**src/rtl/pkt_fetch_pkg.sv**
```systemverilog
// pkt_fetch_pkg: shared definitions for the packet-RAM fetch engine.
//   - Default widths for the byte address, data word and word count.
//   - ZERO_WORD constant used for cleared data paths.
//   - FSM state encoding (IDLE=0, FETCH=1, DONE=2).
//   - credit_ok(): read-issue credit rule shared by the top level.
// No ports (package).
package pkt_fetch_pkg;

    localparam int ADDR_WIDTH_DEF = 32;
    localparam int DATA_WIDTH_DEF = 32;
    localparam int LEN_WIDTH_DEF  = 7;

    localparam logic [DATA_WIDTH_DEF-1:0] ZERO_WORD = '0;

    typedef enum logic [1:0] {
        ST_IDLE  = 2'd0,
        ST_FETCH = 2'd1,
        ST_DONE  = 2'd2
    } state_e;

    // At most two words may be issued but not yet accepted downstream
    // (one in the RAM pipeline plus buffered words). A pop in the same
    // cycle frees one slot, which is what allows one word per cycle.
    //   outstanding = rd_vld + fifo_count, with fifo_count in 0..2
    //   outstanding < 2  <=>  !full && !(rd_vld && !empty)
    function automatic logic credit_ok(input logic rd_vld,
                                       input logic fifo_full,
                                       input logic fifo_empty,
                                       input logic pop);
        return pop || (!fifo_full && !(rd_vld && !fifo_empty));
    endfunction

endpackage

```
**src/rtl/pkt_fetch_fifo2.sv**
```systemverilog
// pkt_fetch_fifo2: 2-entry FIFO carrying a data word plus a last flag.
// Ports:
//   clk, rst            clock, asynchronous active-low reset
//   push_i              write push_data_i/push_last_i (accepted when not
//                       full, or when full together with a pop)
//   push_data_i         word to store
//   push_last_i         last flag to store with the word
//   pop_i               remove the head entry (ignored when empty)
//   pop_data_o          head word
//   pop_last_o          head last flag
//   full_o, empty_o     occupancy flags
module pkt_fetch_fifo2
    import pkt_fetch_pkg::*;
#(
    parameter int DATA_WIDTH = DATA_WIDTH_DEF
) (
    input  logic                  clk,
    input  logic                  rst,
    input  logic                  push_i,
    input  logic [DATA_WIDTH-1:0] push_data_i,
    input  logic                  push_last_i,
    input  logic                  pop_i,
    output logic [DATA_WIDTH-1:0] pop_data_o,
    output logic                  pop_last_o,
    output logic                  full_o,
    output logic                  empty_o
);

    logic [DATA_WIDTH-1:0] data_q [2];
    logic [1:0]            last_q;
    logic                  wr_ptr_q;
    logic                  rd_ptr_q;
    logic [1:0]            count_q;
    logic                  do_push;
    logic                  do_pop;

    assign full_o  = (count_q == 2'd2);
    assign empty_o = (count_q == 2'd0);

    // A push into a full FIFO is legal only alongside a pop: the slot being
    // written is the head being read out in the same cycle.
    assign do_pop  = pop_i && !empty_o;
    assign do_push = push_i && (!full_o || do_pop);

    assign pop_data_o = data_q[rd_ptr_q];
    assign pop_last_o = last_q[rd_ptr_q];

    always_ff @(posedge clk or negedge rst) begin
        if (!rst) begin
            data_q[0] <= '0;
            data_q[1] <= '0;
            last_q    <= '0;
            wr_ptr_q  <= 1'b0;
            rd_ptr_q  <= 1'b0;
            count_q   <= 2'd0;
        end else begin
            if (do_push) begin
                data_q[wr_ptr_q] <= push_data_i;
                last_q[wr_ptr_q] <= push_last_i;
                wr_ptr_q         <= ~wr_ptr_q;
            end
            if (do_pop) begin
                rd_ptr_q <= ~rd_ptr_q;
            end
            case ({do_push, do_pop})
                2'b10:   count_q <= count_q + 2'd1;
                2'b01:   count_q <= count_q - 2'd1;
                default: count_q <= count_q;
            endcase
        end
    end

endmodule

```
**src/rtl/pkt_fetch.sv**
```systemverilog
// pkt_fetch: read initiator for the packet RAM. Walks word-aligned byte
// addresses, absorbs the RAM's one-cycle registered read latency and streams
// the words downstream on a valid/ready interface with a last flag.
//
// Optional feature: define PKT_FETCH_CHECKSUM_EN to build a running XOR of
// all accepted words on csum_o; otherwise csum_o is tied to zero.
//
// Ports:
//   clk, rst        clock, asynchronous active-low reset
//   start_i         launch pulse, sampled only in IDLE
//   base_addr_i     first byte address (bits [1:0] forced to 0)
//   len_i           number of words to fetch (0 allowed)
//   busy_o          high in FETCH and DONE
//   done_o          one-cycle pulse after the last word is accepted
//   mem_addr_o      byte address to the RAM (holds when not issuing)
//   mem_data_i      RAM read data, valid the cycle after the address
//   out_data_o      streamed word (zero when out_valid_o is low)
//   out_valid_o     out_data_o valid
//   out_last_o      final word of the transfer
//   out_ready_i     downstream ready
//   csum_o          XOR checksum of the accepted words
//   dbg_state_o     current FSM state, for debug/observation
//
// Handshake: a word moves when out_valid_o && out_ready_i in the same cycle.
// Once out_valid_o rises it stays high, with out_data_o/out_last_o stable,
// until that transfer happens.
module pkt_fetch
    import pkt_fetch_pkg::*;
#(
    parameter int ADDR_WIDTH = ADDR_WIDTH_DEF,
    parameter int DATA_WIDTH = DATA_WIDTH_DEF,
    parameter int LEN_WIDTH  = LEN_WIDTH_DEF
) (
    input  logic                  clk,
    input  logic                  rst,
    input  logic                  start_i,
    input  logic [ADDR_WIDTH-1:0] base_addr_i,
    input  logic [LEN_WIDTH-1:0]  len_i,
    output logic                  busy_o,
    output logic                  done_o,
    output logic [ADDR_WIDTH-1:0] mem_addr_o,
    input  logic [DATA_WIDTH-1:0] mem_data_i,
    output logic [DATA_WIDTH-1:0] out_data_o,
    output logic                  out_valid_o,
    output logic                  out_last_o,
    input  logic                  out_ready_i,
    output logic [DATA_WIDTH-1:0] csum_o,
    output state_e                dbg_state_o
);

    localparam logic [ADDR_WIDTH-1:0] WORD_BYTES = ADDR_WIDTH'(4);
    localparam logic [ADDR_WIDTH-1:0] ALIGN_MASK = ~ADDR_WIDTH'(3);
    localparam logic [LEN_WIDTH-1:0]  ONE        = LEN_WIDTH'(1);

    state_e                state_q, state_d;
    logic [ADDR_WIDTH-1:0] next_addr_q, next_addr_d;  // address of the next issue
    logic [ADDR_WIDTH-1:0] last_addr_q, last_addr_d;  // most recently issued address
    logic [LEN_WIDTH-1:0]  issue_rem_q, issue_rem_d;  // reads still to issue
    logic [LEN_WIDTH-1:0]  acc_rem_q, acc_rem_d;      // words still to be accepted
    logic                  rd_vld_q, rd_vld_d;        // mem_data_i carries a word this cycle
    logic                  rd_last_q, rd_last_d;      // ... and it is the final one

    logic                  issue;
    logic                  issue_last;
    logic [ADDR_WIDTH-1:0] issue_addr;
    logic [ADDR_WIDTH-1:0] base_aligned;
    logic                  start_acc;
    logic                  pop;

    logic                  fifo_full;
    logic                  fifo_empty;
    logic [DATA_WIDTH-1:0] fifo_data;
    logic                  fifo_last;

    assign base_aligned = base_addr_i & ALIGN_MASK;

    pkt_fetch_fifo2 #(
        .DATA_WIDTH (DATA_WIDTH)
    ) u_fifo (
        .clk         (clk),
        .rst         (rst),
        .push_i      (rd_vld_q),
        .push_data_i (mem_data_i),
        .push_last_i (rd_last_q),
        .pop_i       (pop),
        .pop_data_o  (fifo_data),
        .pop_last_o  (fifo_last),
        .full_o      (fifo_full),
        .empty_o     (fifo_empty)
    );

    assign out_valid_o = !fifo_empty;
    assign pop         = out_valid_o && out_ready_i;
    assign out_data_o  = out_valid_o ? fifo_data : DATA_WIDTH'(ZERO_WORD);
    assign out_last_o  = out_valid_o && fifo_last;

    assign busy_o      = (state_q == ST_FETCH) || (state_q == ST_DONE);
    assign done_o      = (state_q == ST_DONE);
    assign dbg_state_o = state_q;

    // The address is driven straight from the issue decision so the first
    // read goes out in the start cycle; between issues the last issued
    // address is held.
    assign mem_addr_o = issue ? issue_addr : last_addr_q;

    always_comb begin
        state_d     = state_q;
        next_addr_d = next_addr_q;
        last_addr_d = last_addr_q;
        issue_rem_d = issue_rem_q;
        acc_rem_d   = acc_rem_q;
        issue       = 1'b0;
        issue_last  = 1'b0;
        issue_addr  = next_addr_q;
        start_acc   = 1'b0;

        case (state_q)
            ST_IDLE: begin
                if (start_i) begin
                    start_acc  = 1'b1;
                    acc_rem_d  = len_i;
                    issue_addr = base_aligned;
                    // A zero-length transfer still spends one cycle in FETCH,
                    // so done_o lands two cycles after the start pulse.
                    state_d    = ST_FETCH;
                    if (len_i != '0) begin
                        issue       = 1'b1;
                        issue_last  = (len_i == ONE);
                        issue_rem_d = len_i - ONE;
                        next_addr_d = base_aligned + WORD_BYTES;
                    end else begin
                        issue_rem_d = '0;
                        next_addr_d = base_aligned;
                    end
                end
            end
            ST_FETCH: begin
                if ((issue_rem_q != '0) &&
                    credit_ok(rd_vld_q, fifo_full, fifo_empty, pop)) begin
                    issue       = 1'b1;
                    issue_last  = (issue_rem_q == ONE);
                    issue_addr  = next_addr_q;
                    issue_rem_d = issue_rem_q - ONE;
                    next_addr_d = next_addr_q + WORD_BYTES;  // wraps modulo 2^ADDR_WIDTH
                end
                if (pop) begin
                    acc_rem_d = acc_rem_q - ONE;
                end
                if ((acc_rem_q == '0) || (pop && (acc_rem_q == ONE))) begin
                    state_d = ST_DONE;
                end
            end
            ST_DONE: begin
                state_d = ST_IDLE;
            end
            default: begin
                state_d = ST_IDLE;
            end
        endcase

        if (issue) begin
            last_addr_d = issue_addr;
        end
        rd_vld_d  = issue;
        rd_last_d = issue_last;
    end

    always_ff @(posedge clk or negedge rst) begin
        if (!rst) begin
            state_q     <= ST_IDLE;
            next_addr_q <= '0;
            last_addr_q <= '0;
            issue_rem_q <= '0;
            acc_rem_q   <= '0;
            rd_vld_q    <= 1'b0;
            rd_last_q   <= 1'b0;
        end else begin
            state_q     <= state_d;
            next_addr_q <= next_addr_d;
            last_addr_q <= last_addr_d;
            issue_rem_q <= issue_rem_d;
            acc_rem_q   <= acc_rem_d;
            rd_vld_q    <= rd_vld_d;
            rd_last_q   <= rd_last_d;
        end
    end

`ifdef PKT_FETCH_CHECKSUM_EN
    logic [DATA_WIDTH-1:0] csum_q, csum_d;

    // Cleared on an accepted start; after the last accept nothing pops, so
    // the final value holds through DONE and IDLE until the next start.
    always_comb begin
        csum_d = csum_q;
        if (start_acc) begin
            csum_d = DATA_WIDTH'(ZERO_WORD);
        end else if (pop) begin
            csum_d = csum_q ^ fifo_data;
        end
    end

    always_ff @(posedge clk or negedge rst) begin
        if (!rst) begin
            csum_q <= DATA_WIDTH'(ZERO_WORD);
        end else begin
            csum_q <= csum_d;
        end
    end

    assign csum_o = csum_q;
`else
    logic unused_start_acc;
    assign unused_start_acc = start_acc;
    assign csum_o           = DATA_WIDTH'(ZERO_WORD);
`endif

endmodule

```
**config.mk**
```make
export PLATFORM = sky130hd
export DESIGN_NAME = pkt_fetch
export DESIGN_NICKNAME = d
export VERILOG_FILES = /design/src/rtl/pkt_fetch_pkg.sv /design/src/rtl/pkt_fetch_fifo2.sv /design/src/rtl/pkt_fetch.sv
export SDC_FILE = /design/constraint.sdc
export NUM_CORES = 1
export LEC_CHECK = 0
export BUFFER_PORTS_ARGS = -buffer_cell sky130_fd_sc_hd__buf_2
export CORE_ASPECT_RATIO = 0.8
export CORE_MARGIN = 3
export CORE_UTILIZATION = 30
export DETAILED_ROUTE_END_ITERATION = 12
export HOLD_SLACK_MARGIN = 0.15
export SLEW_MARGIN = 20
export SYNTH_ARGS = -nofsm -noshare
export SYNTH_HDL_FRONTEND = slang
export SYNTH_SLANG_ARGS = --single-unit
```
**constraint.sdc**
```tcl
create_clock -name clk -period 2.4 [get_ports clk]
set_input_delay 0.24 -clock clk [delete_from_list [all_inputs] [get_ports clk]]
set_output_delay 0.24 -clock clk [all_outputs]
set_load 0.05 [all_outputs]
```
# Word level (Yosys, flattened, before mapping)
# Cells that the tools add are included.
# word_totals
register_bits	152
word_cells	107
output_inout_bits	102
input_bits	75
# classes
add_sub_neg	7
bitwise_logic	4
magnitude_cmp	6
n_eq_ne	12
reduce_logical	27
n_mux	38
# op_table
op	count
$mux W32	11
$add A32 B3 Y32 const B	2
$bwmux W64	1
$pmux W32 S2	1
$mux W7	5
$demux W32 S1	1
$pmux W7 S2	2
$eq A7 B1 Y1 const B	3
$sub A7 B1 Y7 const B	3
$reduce_bool A7 Y1	2
$logic_and A1 B1 Y1	10
$mux W1	9
$pmux W2 S2	2
$logic_not A7 Y1	1
$eq A2 B2 Y1 const B	3
$reduce_and A3 Y1	2
$eq A2 B1 Y1 const B	2
$ge A2 B2 Y1 const B	2
$logic_not A2 Y1	2
$logic_or A1 B1 Y1	4
$lt A1 B2 Y1 const B	2
$mux W2	2
$ne A2 B1 Y1 const B	2
$ne A2 B2 Y1 const B	2
12 further kinds	18

# Depth between registers and ports, before layout
# depth
depth_word	10
ltp_mapped	10
depth_no_buf	7

# Cells and area by module
# A second synthesis with hierarchy kept.
# unflattened
cells_unflattened	903
hier_area_um2	9097.5
# modules_own_cells
mod	cells_per_inst	n_inst	area_each_um2
pkt_fetch	709	1	6025.8
pkt_fetch_fifo2	194	1	3071.7

# Worst setup path after synthesis
# No wires, ideal clock.
# synth_path
kind	flip-flop to output port
start	register state_q[1], in the netlist dbg_state_o[1]
end	output port mem_addr_o[10]
path_slack_ps	-660
stages_incl_launch_ff	9
t_arrival_ps	2820
required_time_ps	2160
cell_sequence	dfrtp_1 > inv_1 > ha_1 > clkbuf_1 > o21ai_0 > o22ai_1 > clkbuf_1 > nor2_1 > a21oi_1
# synth_between
elab_chain_len	3
elab_cells_between_ends	5
# synth_lines
element	line	text
from (decl)	pkt_fetch.sv:55	state_e state_q, state_d;
from (signal assigned)	pkt_fetch.sv:178	state_q <= state_d;
$eq A2 B1 Y1 or $logic_not A2 Y1 (tied branches)	pkt_fetch.sv:117	case (state_q)
$pmux W1 S2 or $mux W32 (tied branches)	-	
$mux W32 *	-	
to (decl)	pkt_fetch.sv:41	output logic [ADDR_WIDTH-1:0] mem_addr_o,
# Every way passes the cells marked *; elsewhere a longest branch is shown, timed or not.

# Worst setup path after layout
# layout_path
start	register issue_rem_q[2]
end	output port mem_addr_o[21]
# layout_between
elab_chain_len	5
# layout_lines
element	line	text
from (decl)	pkt_fetch.sv:58	logic [LEN_WIDTH-1:0] issue_rem_q, issue_rem_d;
from (signal assigned)	pkt_fetch.sv:181	issue_rem_q <= issue_rem_d;
$reduce_bool A7 Y1	pkt_fetch.sv:138	if ((issue_rem_q != '0) &&
$logic_and A1 B1 Y1	pkt_fetch.sv:138	
$mux W1	pkt_fetch.sv:138	
$pmux W1 S2	pkt_fetch.sv:117	
$mux W32	-	
# No other way between the ends.

==> flow_metrics.tcl <==
set metrics [dict create \
    critPathSlowestCell "or4_4" \
    detail_route.iter0.violations 512 \
    cts_num_sinks 150 \
    final_area_um2 12200 \
    ios 177 \
    antenna_found_initial 1 \
    ir_worst_vdd_uv 1100 \
    cp_top_family "simple AND/OR/NAND/NOR gates" \
    ys_types 65 \
    clock_path_buffers 2 \
    leakagePower_uw 0.00526 \
    grt_pass1_wl_mm 42.7 \
    synth-edff-count 0 \
    worst_pin_slew_ns 0.699 \
    final.setup.tns_ns -8.33 \
    detail_route.wl_per_cell_um 18.1 \
    fin_nets 1213 \
    cp-end-kind "output port" \
    yosysTopAreaCellShare_pct 42.5 \
    totalPowerFinal_uw 21000 \
    syn_avg_cell_area_um2 9.69 \
    drt-total-wl_mm 27.3 \
    vias 7742 \
    arrival_ns 2.44 \
    crit_buf_inv 3 \
    drive_gt1_share_pct 33.2 \
    yosys_warnings 0 \
    synthArstFlopShare_pct 100 \
    worstSetupPathType "reg -> out" \
    area_growth_pct 38.5 \
    stdcell_count 1507 \
    status "finished, violations left" \
    synth_area_leader_cell "dfrtp_1" \
    multi_input_area_um2 5110 \
    grt_pass1_vias 7535 \
    setup_viol_count_final 50 \
    die_area_um2 31600 \
    synth.most_common_cell "dfrtp_1" \
    ys_seq_elements 150 \
    worstPathMaxFanout 5 \
    cellPowerDensity_nw_per_um2 1720 \
    dp.cells 1415 \
    seqCellArea_um2 3760 \
    crit_path_max_incr_delay_ns 0.56 \
    num_antenna_cells 0 \
    fillCellCount 2732 \
    fp.dieH_um 159 \
    core-area_um2 28600 \
    fin_crit_ns 2.68 \
    worst_slack_ns -0.276 \
    drc_errors 0 \
    crit_chain "or4_4 -> nor3b_4 -> o22ai_4 -> buf_12 -> buf_16 -> a21oi_4 -> buf_6" \
    violations "negative setup slack" \
    core.rowCount 55 \
    syn_inst 912 \
    clk_pin_slew_ns 0.07 \
    max_cap_viol_count 0 \
    synth-seq-area-share_pct 42.5 \
    synthTopCellsByArea "dfrtp_1 (42%), mux2i_1 (8.7%), mux2_2 (8.4%)" \
    cts_root_buf "clkbuf_16" \
    finClkSkew_ns 0.00989 \
    routed_via_density 5.14 \
    relSlewSlack_pct 53.4 \
    hold_viol_final 0 \
    synth_commonest_cells "dfrtp_1 (150), nor2_1 (94), mux2i_1 (77)" \
    maxSlewViolCount 0 \
    clk_latency_ns 0.44 \
    htree_num_levels 4 \
    cts_tree "built" \
    fp.dieW_um 198 \
    fmax_mhz 374 \
    fin_crit_sh_pct 112 \
    track_usage_pct 17.0 \
    port_buffers 142 \
    synth_area_um2 8830 \
    cp.required_ns 2.16 \
    globalRouteOverflowTotal 0 \
    place_area_um2 10500 \
    finalWeightedCongestion 0.865 \
    dp_hpwl_mm 18.1 \
    start_util_pct 30.9 \
    hold_class "in -> reg" \
    grt_max_degree 68 \
    rsz0062_at_grt "yes" \
    ant_nets 0 \
    dr.pass1.iters 6 \
    numCtsBuffers 17 \
    synth_top_flop_cell "dfrtp_1" \
    startpoint_type "flip-flop" \
]
## placed cells by master, fill, tap and decap left out, drive strengths merged, types with 7 or more instances in the layout
cell type	synthesis	routed
buf	43	216
dfrtp	150	150
nor2	95	95
mux2i	77	77
mux2	67	67
nand2	54	54
a21oi	53	53
o21ai	41	41
dlygate4sd3	0	36
conb	1	32
nand3	27	27
inv	18	26
nor4	24	24
nand4	23	23
nor3	22	22
xnor2	19	19
clkbuf	47	17
ha	14	14
o22ai	13	13
or4	9	9
nand2b	8	8
and3	8	8
o31a	7	7
and4	7	7
o211ai	7	7
a211oi	7	7
## worst reg2reg max path: cells and delay by family, from the launching register on
kind,cells,cell delay [ns]
simple gates,3,1.10
buf+inv,5,0.62
flops,1,0.37
compound gates,2,0.33
## area by class of cell
type | count | share of cell area [%]
Multi-Input combinational cell | 685 | 41.8
Sequential cell | 150 | 30.7
Timing Repair Buffer | 252 | 18.0
Tap cell | 370 | 3.79
Clock buffer | 17 | 3.48
Clock inverter | 15 | 1.69
Inverter | 18 | 0.552
## report_power, final
part           switching [uW]  internal (uW)  leakage, uW
clock                    1260           1690     0.000314
combinational            8110           5150      0.00320
sequential                978           3810      0.00174
## flip-flops by register name, indices dropped and copies added (netlist names)
register,count
acc_rem_q,7
dbg_state_o,2
issue_rem_q,7
last_addr_q,32
next_addr_q,30
rd_last_q,1
rd_vld_q,1
u_fifo.count_q,2
u_fifo.data_q,64
u_fifo.last_q,2
u_fifo.rd_ptr_q,1
u_fifo.wr_ptr_q,1
## layer usage
metal	vias up	GRT usage [%]	share of wire, %
li1	3677	-	-
met2	286	25.8	45
met3	22	3.58	6.4
met4	2	4.05	1.0
met1	3755	24.8	48
met5	-	0	0.026
## cells by family (layout without fill, tap and decap cells)
| group | Yosys count | count (layout) | synth area share, % |
|---|---|---|---|
| simple gates | 301 | 301 | 17.3 |
| other cells | 1 | 32 | 0.0425 |
| flops | 150 | 150 | 42.5 |
| mux | 144 | 144 | 17.3 |
| buf+inv | 108 | 302 | 6.22 |
| compound gates | 169 | 169 | 12.2 |
| fa+ha+maj | 14 | 14 | 1.98 |
| xor+xnor | 25 | 25 | 2.48 |
## per-stage QoR
step | hold WS [ns] | utilization, % | setup slack, ns
3_3_place_gp | 0.291 | 36.8 | 0.0177
3_5_place_dp | 0.300 | 36.8 | 0.00903
2_1_floorplan | -0.0556 | - | -0.000308
6_report | 0.177 | 42.7 | -0.276
5_1_grt | 0.170 | 42.7 | -0.385
4_1_cts | 0.152 | 42.0 | -0.353
## worst paths after layout
| path | slack (ns) | startpoint | cells after the start | endpoint |
|---|---|---|---|---|
| min in group asynchronous | 0.37 | rst | 2 | u_fifo.data_q[50]$_DFFE_PN0P_ |
| min | 0.18 | base_addr_i[10] | 3 | next_addr_q[10]$_DFFE_PN0P_ |
| max | -0.28 | issue_rem_q[2]$_DFFE_PN0P_ | 7 | mem_addr_o[21] |
| max reg2reg | -0.12 | issue_rem_q[2]$_DFFE_PN0P_ | 10 | next_addr_q[16]$_DFFE_PN0P_ |
| max in group asynchronous | 1.29 | rst | 3 | dbg_state_o[1]$_DFFE_PN0P_ |
| min reg2reg | 0.50 | rd_last_q$_DFF_PN0_ | 1 | u_fifo.last_q[0]$_DFFE_PN0P_ |
## what timing repair did
item | 4_1_cts | 5_1_grt
gates resized for setup | 82 | 19
hold buffers | 36 | 0
setup buffers | 6 | 12
pin swaps | 8 | 27
gates cloned | 6 | 0
endpoints found under the hold margin | 129 | 0
endpoints found under the setup margin | 32 | 51
No activity file was read; power rests on OpenSTA's default activity.
